### config.mk
export PLATFORM = sky130hd
export DESIGN_NAME = event_stretcher
export DESIGN_NICKNAME = d
export VERILOG_FILES = /design/src/rtl/event_stretcher.sv
export SDC_FILE = /design/constraint.sdc
export NUM_CORES = 1
export LEC_CHECK = 0
export CAP_MARGIN = 40
export CELL_PAD_IN_SITES_DETAIL_PLACEMENT = 1
export CELL_PAD_IN_SITES_GLOBAL_PLACEMENT = 1
export CORE_ASPECT_RATIO = 0.75
export CORE_MARGIN = 4
export CORE_UTILIZATION = 49
export DETAILED_ROUTE_END_ITERATION = 16
export PLACE_DENSITY_LB_ADDON = 0.25
export SLEW_MARGIN = 10
export SYNTH_ARGS = -nofsm -noshare
export SYNTH_HDL_FRONTEND = slang
export SYNTH_SLANG_ARGS = --single-unit
### constraint.sdc
create_clock -name clk -period 6.39 [get_ports clk]
set_input_delay 1.5975 -clock clk [delete_from_list [all_inputs] [get_ports clk]]
set_output_delay 1.5975 -clock clk [all_outputs]
set_load 0.005 [all_outputs]
### src/rtl/event_stretcher.sv
// event_stretcher: turns single-cycle events into fixed on/off LED blinks.
// Define EVENT_STRETCHER_QUEUE_EN to queue events that arrive mid-blink.
module event_stretcher #(
  parameter int N         = 20,
  parameter int ON_TICKS  = 3,
  parameter int OFF_TICKS = 3,
  parameter int PEND_W    = 4
) (
  input  logic              clk,
  input  logic              reset,
  input  logic              event_in,
  input  logic              ovf_clr,
  output logic              led,
  output logic              busy,
  output logic [PEND_W-1:0] pending,
  output logic              overflow
);

  typedef enum logic [1:0] {
    IDLE,
    ON,
    GAP
  } state_t;

  localparam logic [7:0] ON_LAST  = 8'(ON_TICKS - 1);
  localparam logic [7:0] OFF_LAST = 8'(OFF_TICKS - 1);

  state_t       state;
  state_t       nxt_state;
  logic [N-1:0] presc;
  logic [7:0]   phase;
  logic         tick;
  logic         on_done;
  logic         gap_done;
  logic         pend_nz;
  logic         pend_full;
  logic         queue_ev;
  logic         pend_inc;
  logic         pend_dec;
  logic         drop;

  assign tick     = &presc;
  assign on_done  = tick && (phase == ON_LAST);
  assign gap_done = tick && (phase == OFF_LAST);

`ifdef EVENT_STRETCHER_QUEUE_EN
  logic [PEND_W-1:0] pend_q;
  assign pend_nz   = |pend_q;
  assign pend_full = &pend_q;
  assign pending   = pend_q;
`else
  // Without a queue every mid-blink event is a drop.
  assign pend_nz   = 1'b0;
  assign pend_full = 1'b1;
  assign pending   = '0;
`endif

  always_comb begin
    nxt_state = state;
    queue_ev  = 1'b0;
    pend_dec  = 1'b0;
    unique case (state)
      IDLE: begin
        if (event_in || pend_nz) begin
          nxt_state = ON;
          pend_dec  = pend_nz && !event_in;
        end
      end
      ON: begin
        if (on_done) nxt_state = GAP;
        queue_ev = event_in;
      end
      GAP: begin
        if (gap_done && pend_nz) begin
          nxt_state = ON;
          pend_dec  = !event_in;
        end else begin
          if (gap_done) nxt_state = IDLE;
          queue_ev = event_in;
        end
      end
      default: nxt_state = IDLE;
    endcase
    pend_inc = queue_ev && !pend_full;
    drop     = queue_ev && pend_full;
  end

  always_ff @(posedge clk or posedge reset) begin
    if (reset) begin
      state    <= IDLE;
      presc    <= '0;
      phase    <= '0;
      led      <= 1'b0;
      busy     <= 1'b0;
      overflow <= 1'b0;
`ifdef EVENT_STRETCHER_QUEUE_EN
      pend_q   <= '0;
`endif
    end else begin
      state <= nxt_state;
      led   <= (nxt_state == ON);
      busy  <= (nxt_state != IDLE);
      if (nxt_state != state) begin
        presc <= '0;
        phase <= '0;
      end else begin
        presc <= presc + 1'b1;
        if (tick && phase != 8'hff) phase <= phase + 8'd1;
      end
      if (drop)         overflow <= 1'b1;
      else if (ovf_clr) overflow <= 1'b0;
`ifdef EVENT_STRETCHER_QUEUE_EN
      if (pend_inc)      pend_q <= pend_q + 1'b1;
      else if (pend_dec) pend_q <= pend_q - 1'b1;
`endif
    end
  end

endmodule
# Word level (Yosys, flattened, before mapping)
# Cells that the tools add are included.
# word_totals
register_bits,33
input_bits,4
output_inout_bits,7
elab_cells,32
# classes
add_sub_neg,2
n_eq_ne,6
mux,10
reduce_logical,8
# ops
operator,count
"adder 20 x 1 -> 20 bit, second input constant",1
2-to-1 mux 20 bit,1
AND reduction 20 bit,1
2-to-1 mux 8 bit,2
"adder 8 x 1 -> 8 bit, second input constant",1
"equality test 8 x 2 -> 1 bit, second input constant",1
"!= test 8 bit, second input constant",1
2-to-1 mux 2 bit,3
one-hot mux 2 bit (3 select lines),1
nonzero test 2 bit,3
"equality test 2 x 1 -> 1 bit, second input constant",2
2-to-1 mux 1 bit,3
"equality test 2 bit, second input constant",1
logical AND 1 bit,2
zero test 2 bit,1
!= test 2 bit,1
OR reduction 2 bit,1

# Logic depth before layout (Yosys ltp)
# Gate-level depths: netlist of the first run.
# logic_depth
ltp_word,6
mapped_depth,9
mapped_depth_nobuf,7

# Worst setup path after synthesis of the first run
# Ideal clock, no wire load.
# synth_timing
kind,input to register
startpoint,input port event_in
endpoint,register presc[10]
arrival_ps,2579
required_ps,6319
path_slack_ps,3740
stages,7
path_cell_list,nand2_1 > a21oi_1 > o41ai_1 > a221o_1 > buf_4 > buf_6 > nor2_1
# synth_between
elab_chain_cells,4
# synth_rtl
item,line_no,source
start: declaration,11,"input logic event_in,"
2-to-1 mux 2 bit,64,if (event_in || pend_nz) begin
one-hot mux 2 bit (3 select lines),62,unique case (state)
!= test 2 bit,103,if (nxt_state != state) begin
2-to-1 mux 20 bit,103,
end signal: assignment,107,presc <= presc + 1'b1;
end: declaration,30,logic [N-1:0] presc;
# Every way passes these cells.
# A chain may end at the register's enable or synchronous reset.

# Worst setup path in the final report of the first run
# layout_timing
startpoint,input port event_in
endpoint,register phase[6]
# layout_between
elab_chain_cells,4
word_cells_on_any_way,5
# layout_rtl
item,line_no,source
2-to-1 mux 2 bit *,64,
one-hot mux 2 bit (3 select lines) *,62,
!= test 2 bit *,103,
2-to-1 mux 8 bit or nonzero test 2 bit (tied branches),-,
end signal: assignment,108,if (tick && phase != 8'hff) phase <= phase + 8'd1;
end: declaration,31,logic [7:0] phase;
# Every way passes the cells marked *; elsewhere a longest branch is shown, timed or not.

==> results of run 1 <==
[logic make-up (layout without fill, tap and decap cells)]
logic type,count (synthesis),count (layout)
and+or+nand+nor,86,86
DFF,33,33
AOI/OAI and AO/OA,25,25
xor gates and xnor gates,19,19
buffers and inverters,18,24
adders and majority gates,7,7
other,1,4
[area by class of cell]
class,instances,area [um2],share of cell area
well taps,50,62.6,0.0315
clock buffers,7,86.3,0.0435
repair buffers,8,95.1,0.0479
multi-input cells,141,882,0.444
flip-flops and latches,33,826,0.416
inverters,9,33.8,0.0170
[state kept, by name, indices dropped and copies added, names as in the netlist]
signal / count
state: 2
overflow: 1
presc: 20
led: 1
phase: 8
busy: 1
[metrics by stage]
step	power [W]	setup slack (ns)	utilization
final	0.000593	3.19	0.580
after detailed placement	0.000440	2.86	0.555
after CTS	0.000597	3.18	0.580
after global routing	0.000632	3.07	0.580
after global placement	0.000396	2.81	0.547
after floorplan	0.000379	3.74	-
[worst paths after layout]
kind                          start        to  cells after the start
min in group asynchronous     reset  presc[8]                      3
setup reg to reg           phase[0]  phase[6]                      8
hold reg to reg            presc[0]  presc[0]                      1
setup / recovery           event_in  phase[6]                      7
hold / removal             presc[0]  presc[0]                      1
max in group asynchronous     reset  presc[7]                      3
[power by group through the flow]
stage	sequential, W	clock (W)	combinational [W]
after floorplan	0.000251	0	0.000128
after global placement	0.000252	0	0.000144
after detailed placement	0.000255	0	0.000185
after CTS	0.000252	0.000159	0.000186
after global routing	0.000255	0.000172	0.000205
final	0.000252	0.000157	0.000183
[synthesized netlist by cell type, types with 2 or more instances]
| library cell | instances | area, um2 |
|---|---|---|
| nand2_1 | 12 | 45.0 |
| nand4_1 | 9 | 56.3 |
| buf_4 | 5 | 37.5 |
| a21oi_1 | 8 | 40.0 |
| nor3b_1 | 2 | 15.0 |
| a21oi_2 | 2 | 17.5 |
| xor2_1 | 11 | 96.3 |
| nor2_1 | 31 | 116 |
| ha_1 | 7 | 87.6 |
| nand3_1 | 8 | 40.0 |
| inv_1 | 9 | 33.8 |
| o31ai_1 | 2 | 15.0 |
| and3_1 | 3 | 18.8 |
| dfrtp_1 | 33 | 826 |
| buf_6 | 3 | 33.8 |
| or3_1 | 2 | 12.5 |
| and4_4 | 2 | 22.5 |
| nor3_1 | 6 | 30.0 |
| xnor2_1 | 8 | 70.1 |
| o21ai_0 | 7 | 35.0 |
[per-layer routing]
layer | vias to the layer above | routed length, um | track usage
met3 | 8 | 177 | 0.0564
li1 | 660 | - | -
met4 | 0 | 67 | 0.0673
met5 | - | 0 | 0
met1 | 689 | 1810 | 0.256
met2 | 28 | 2040 | 0.357
[layout by cell type (no fill, tap or decap), types with 7 or more instances in the layout]
| cell | Yosys | routed |
|---|---|---|
| nand3_1 | 8 | 8 |
| nand2_1 | 12 | 12 |
| inv_1 | 9 | 9 |
| xor2_1 | 11 | 11 |
| dfrtp_1 | 33 | 33 |
| o21ai_0 | 7 | 7 |
| xnor2_1 | 8 | 8 |
| nand4_1 | 9 | 9 |
| nor2_1 | 31 | 31 |
| a21oi_1 | 8 | 8 |
| ha_1 | 7 | 7 |
==> impl_metrics.csv, run 1 <==
group,metric,value,unit
status,status,"finished clean",
timing,fin_tns_setup,0,ns
clocking,max-clock-path-buffers,2,
place,dp_cells,241,
floorplanning,ioPinCount,11,
synth,yosys_register_bits,33,
drt,routedWlPerCell,16.5,um
power_and_ir_drop,power_density,298,nW/um2
synth,synth_ff_type,"dfrtp_1",
power_and_ir_drop,switching_share,0.328,
floorplanning,initial_core_util,0.528,
timing,holdWs,0.518,ns
timing,slew-limit-headroom,0.616,
clocking,cts_hold_buf,0,
place,dp_hpwl,2.95,mm
power_and_ir_drop,clkPwrFrac,0.265,
setup_path,arrival,3.38,ns
floorplanning,die_area,4730,um2
place,gp_congestion,0.795,
clocking,post_cts_resize_count,0,
floorplanning,fp.dieH,60.6,um
setup_path,crit_type,"in2reg",
timing,tightest_slew,0.572,ns
clocking,cts.reportedPaths.clkPinSlew,0.06,ns
worst_hold_path,hold_path.class,"reg2reg",
global_routing,grt-ovfl-total,0,
power_and_ir_drop,p_int,0.000398,W
synth,avgSynthCellArea,9.56,um2
floorplanning,rows,18,
synth,synth_edf_count,0,
drt,ant_nets,0,
synth,async_flop_share,1.00,
synth,ys_warn_count,0,
drt,drt_iter0_markers,101,
clocking,cts_buffers,5,
layout,finalNonFillerCells,248,
place,port_buffers,6,
setup_path,required,6.57,ns
synth,muxShareOfSynthArea,0,
drt,wl,4.10,mm
synth,synthXorXnorAreaFrac,0.0921,
global_routing,grt_use_total,0.206,
place,placed_cell_area,1900,um2
timing,setup_violations,0,
layout,layout-drive-gt1-share,0.0859,
floorplanning,die_x,78.1,um
layout,nFillCells,407,
timing,rsz0062_at_grt,"no",
floorplanning,core_area,3420,um2
setup_path,path_cells,"clkdlybuf4s50_1, nand2_1, a21oi_1, o41ai_1, a221o_1, buf_16, a311oi_1",
clocking,htreeDepth,2,
timing,finalHoldViolCount,0,
setup_path,crit_buf_inv,2,
setup_path,slowest_stage,"a221o_1",
clocking,cts_setup_buffers,0,
power_and_ir_drop,pwr-share-seq,0.426,
setup_path,r2r_slack,3.87,ns
timing,min_period,3.20,ns
global_routing,antenna_found_initial,0,
drt,dr_total_vias,1385,
setup_path,endpoint_kind,"register",
power_and_ir_drop,netSwitchingPower,0.000194,W
synth,synthAdderAreaFrac,0.0485,
layout,final_nets,209,
timing,clock.fmax,312,MHz
drt,dr.pass1.iters,4,
timing,slew_viol_final,0,
layout,fin_area,1990,um2
synth,ys_seq_area_frac,0.457,
clocking,clock_latency,0.28,ns
setup_path,crit_family,"compound AO/OA/AOI/OAI gates",
synth,synth.distinct_cells,39,
timing,post-route-period-util,0.502,
clocking,cts_tree,"yes",
synth,synth_top_family_by_area,"simple AND/OR/NAND/NOR gates",
synth,synth-compound-area-share,0.0893,
synth,yosys.area_share.simple,0.250,
job,cap_viol_max_count,0,
power_and_ir_drop,ir_drop,0.166,mV
global_routing,grt_pass1_vias,1486,
global_routing,grt_pass1_wl,7.38,mm
power_and_ir_drop,leakage,0.866,nW
setup_path,max_stage_delay,0.51,ns
global_routing,grt_max_degree,34,
synth,synth_area,1810,um2
clocking,cts-root-buf,"clkbuf_8",
layout,area_growth,9.90,%
drt,drcViolationCount,0,
power_and_ir_drop,p_comb_frac,0.309,
setup_path,cp-start-kind,"input port",
layout,antenna_cells,0,
timing,clock_skew,0.00396,ns
synth,syn_inst,189,
clocking,cts_num_sinks,33,
setup_path,critPathMaxFanout,25,
drt,vias_per_cell,5.58,
No activity file was read; power rests on OpenSTA's default activity.
==> run 2, diff against run 1 <==
--- a/config.mk
+++ b/config.mk
@@ -10,7 +10,7 @@
 export CELL_PAD_IN_SITES_GLOBAL_PLACEMENT = 1
 export CORE_ASPECT_RATIO = 0.75
 export CORE_MARGIN = 4
-export CORE_UTILIZATION = 49
+export CORE_UTILIZATION = 41
 export DETAILED_ROUTE_END_ITERATION = 16
 export PLACE_DENSITY_LB_ADDON = 0.25
 export SLEW_MARGIN = 10
==> constraint.sdc (replaced) <==
create_clock -name clk -period 2.65 [get_ports clk]
set_input_delay 0.6625 -clock clk [delete_from_list [all_inputs] [get_ports clk]]
set_output_delay 0.6625 -clock clk [all_outputs]
set_load 0.005 [all_outputs]
==> run 2 against run 1 <==
  * Highest routed layer unchanged
  * Design area up 0.13%
  * Cell count up 2.4%
  * Die area up 17%
  * Routed wire length down 7.2%
  * Worst hold slack worse by 0.012 ns
  * Critical path type is now reg2reg
  * Critical endpoint is now phase[5]
  * Via count down 3.3%
  * Sequential share of layout area down 0.053 points
  * Clock skew down 0.0023 ns
==> impl_metrics.csv, run 2 (synthesis results as in run 1) <==
group,metric,value,unit
status,status,"finished clean",
drt,dr.pass1.iters,4,
drt,dr_total_vias,1339,
global_routing,grt_pass1_wl,6.76,mm
setup_path,max_stage_delay,0.55,ns
global_routing,grt_pass1_vias,1411,
layout,layout-drive-gt1-share,0.101,
setup_path,arrival,2.60,ns
layout,largest_reg_flops,20,
drt,vias_per_cell,5.27,
drt,wl,3.81,mm
drt,routedWlPerCell,15.0,um
drt,drcViolationCount,0,
place,dp_hpwl,2.74,mm
clocking,cts_tree,"yes",
setup_path,slowest_stage,"or3b_1",
setup_path,endpoint_kind,"register",
timing,rsz0062_at_grt,"no",
floorplanning,ioPinCount,11,
worst_hold_path,hold_path.class,"reg2reg",
floorplanning,core_area,4150,um2
clocking,cts_num_sinks,33,
place,gp_congestion,0.828,
layout,area_growth,10.0,%
clocking,clock_latency,0.28,ns
layout,final_nets,210,
global_routing,grt_max_degree,34,
power_and_ir_drop,power_density,700,nW/um2
setup_path,required,2.85,ns
global_routing,grt_use_total,0.157,
clocking,htreeDepth,2,
layout,final_common_cell,"dfrtp_1",
floorplanning,fp.dieH,65.5,um
timing,setup_violations,0,
power_and_ir_drop,leakage,0.867,nW
timing,clock_skew,0.00170,ns
layout,nFillCells,490,
clocking,cts_buffers,5,
drt,drt_iter0_markers,35,
timing,min_period,2.39,ns
global_routing,antenna_found_initial,0,
power_and_ir_drop,ir_drop,0.337,mV
setup_path,critPathMaxFanout,12,
timing,finalHoldViolCount,0,
global_routing,grt-ovfl-total,0,
clocking,max-clock-path-buffers,2,
timing,slew_viol_final,0,
clocking,cts_hold_buf,0,
floorplanning,initial_core_util,0.435,
setup_path,path_cells,"ha_1, and3_1, nand4_4, or3b_1, or4_1, a21oi_1",
layout,antenna_cells,0,
layout,layout_common_cells,"dfrtp_1, nor2_1, nand2_1, xor2_1",
clocking,cts-root-buf,"clkbuf_8",
place,port_buffers,6,
floorplanning,die_x,84.7,um
timing,clock.fmax,418,MHz
floorplanning,die_area,5540,um2
timing,fin_tns_setup,0,ns
place,dp_worst_setup_slack,0.0494,ns
job,cap_viol_max_count,0,
setup_path,crit_type,"reg2reg",
timing,post-route-period-util,0.903,
clocking,cts.reportedPaths.clkPinSlew,0.06,ns
drt,ant_nets,0,
timing,setup_slack,0.257,ns
layout,multi_input_area,891,um2
layout,regArea,826,um2
floorplanning,rows,20,
layout,largest-register,"presc",
layout,top_regs,"presc (20), phase (8), state (2)",
timing,slew-limit-headroom,0.582,
setup_path,cp-start-kind,"register",
timing,tightest_slew,0.622,ns
-- run 2: changes by cell type in the layout (fill, tap and decap cells not counted) --
cell     before  now
o41ai_2       0    1
a221o_1       1    0
o41ai_1       1    0
a221o_2       0    1
buf_16        1    0
buf_4         1    3
-- run 2: metal layers --
| metal | GRT usage | wire, um | up-vias |
|---|---|---|---|
| li1 | - | - | 660 |
| met1 | 0.200 | 1840 | 654 |
| met2 | 0.250 | 1750 | 17 |
| met3 | 0.0439 | 140 | 8 |
| met4 | 0.0731 | 70 | 0 |
| met5 | 0 | 0 | - |
-- run 2: layout make-up --
cell class                      instances  area share
Tap cell                               55      0.0346
Sequential cell                        33       0.415
Clock buffer                            7      0.0434
Inverter                                9      0.0170
Multi-Input combinational cell        141       0.448
Timing Repair Buffer                    9      0.0415
-- run 2: worst paths after layout --
| check | startpoint | endpoint | slack [ns] | cells after the start |
|---|---|---|---|---|
| worst min register to register | presc[0] | presc[0] | 0.51 | 1 |
| worst max register to register | presc[0] | phase[5] | 0.26 | 6 |
| min in group asynchronous | reset | presc[3] | 0.77 | 3 |
| worst max-delay path | presc[0] | phase[5] | 0.26 | 6 |
| max in group asynchronous | reset | phase[2] | 1.58 | 3 |
| worst min-delay path | presc[0] | presc[0] | 0.51 | 1 |
-- run 2: worst max-delay path, delay by kind of cell, from the launching register on --
kind | cells | cell delay, ns
simple gates | 4 | 1.53
flops | 1 | 0.40
compound gates | 1 | 0.17
fa+ha+maj | 1 | 0.21
-- run 2: where the power goes --
group / switching, W / leakage, nW / total, W / internal [W]
clock: 0.000174 / 0.0443 / 0.000380 / 0.000206
sequential: 0.0000449 / 0.448 / 0.000604 / 0.000559
combinational: 0.000234 / 0.376 / 0.000407 / 0.000173
-- run 2: timing repair --
action	CTS	global route
setup endpoints to repair	0	27
resized for setup	0	2
buffers inserted	0	0
-- run 2: per-stage QoR --
step                hold slack (ns)  instances   util  power [W]  area (um2)
finish                        0.506        254  0.479    0.00139        1990
CTS                           0.514        254  0.477    0.00140        1980
global route                  0.550        254  0.479    0.00150        1990
detailed placement            0.505        247  0.456    0.00102        1890
floorplan                     0.450        192      -   0.000913        1820
global placement              0.480        247  0.456   0.000985        1890
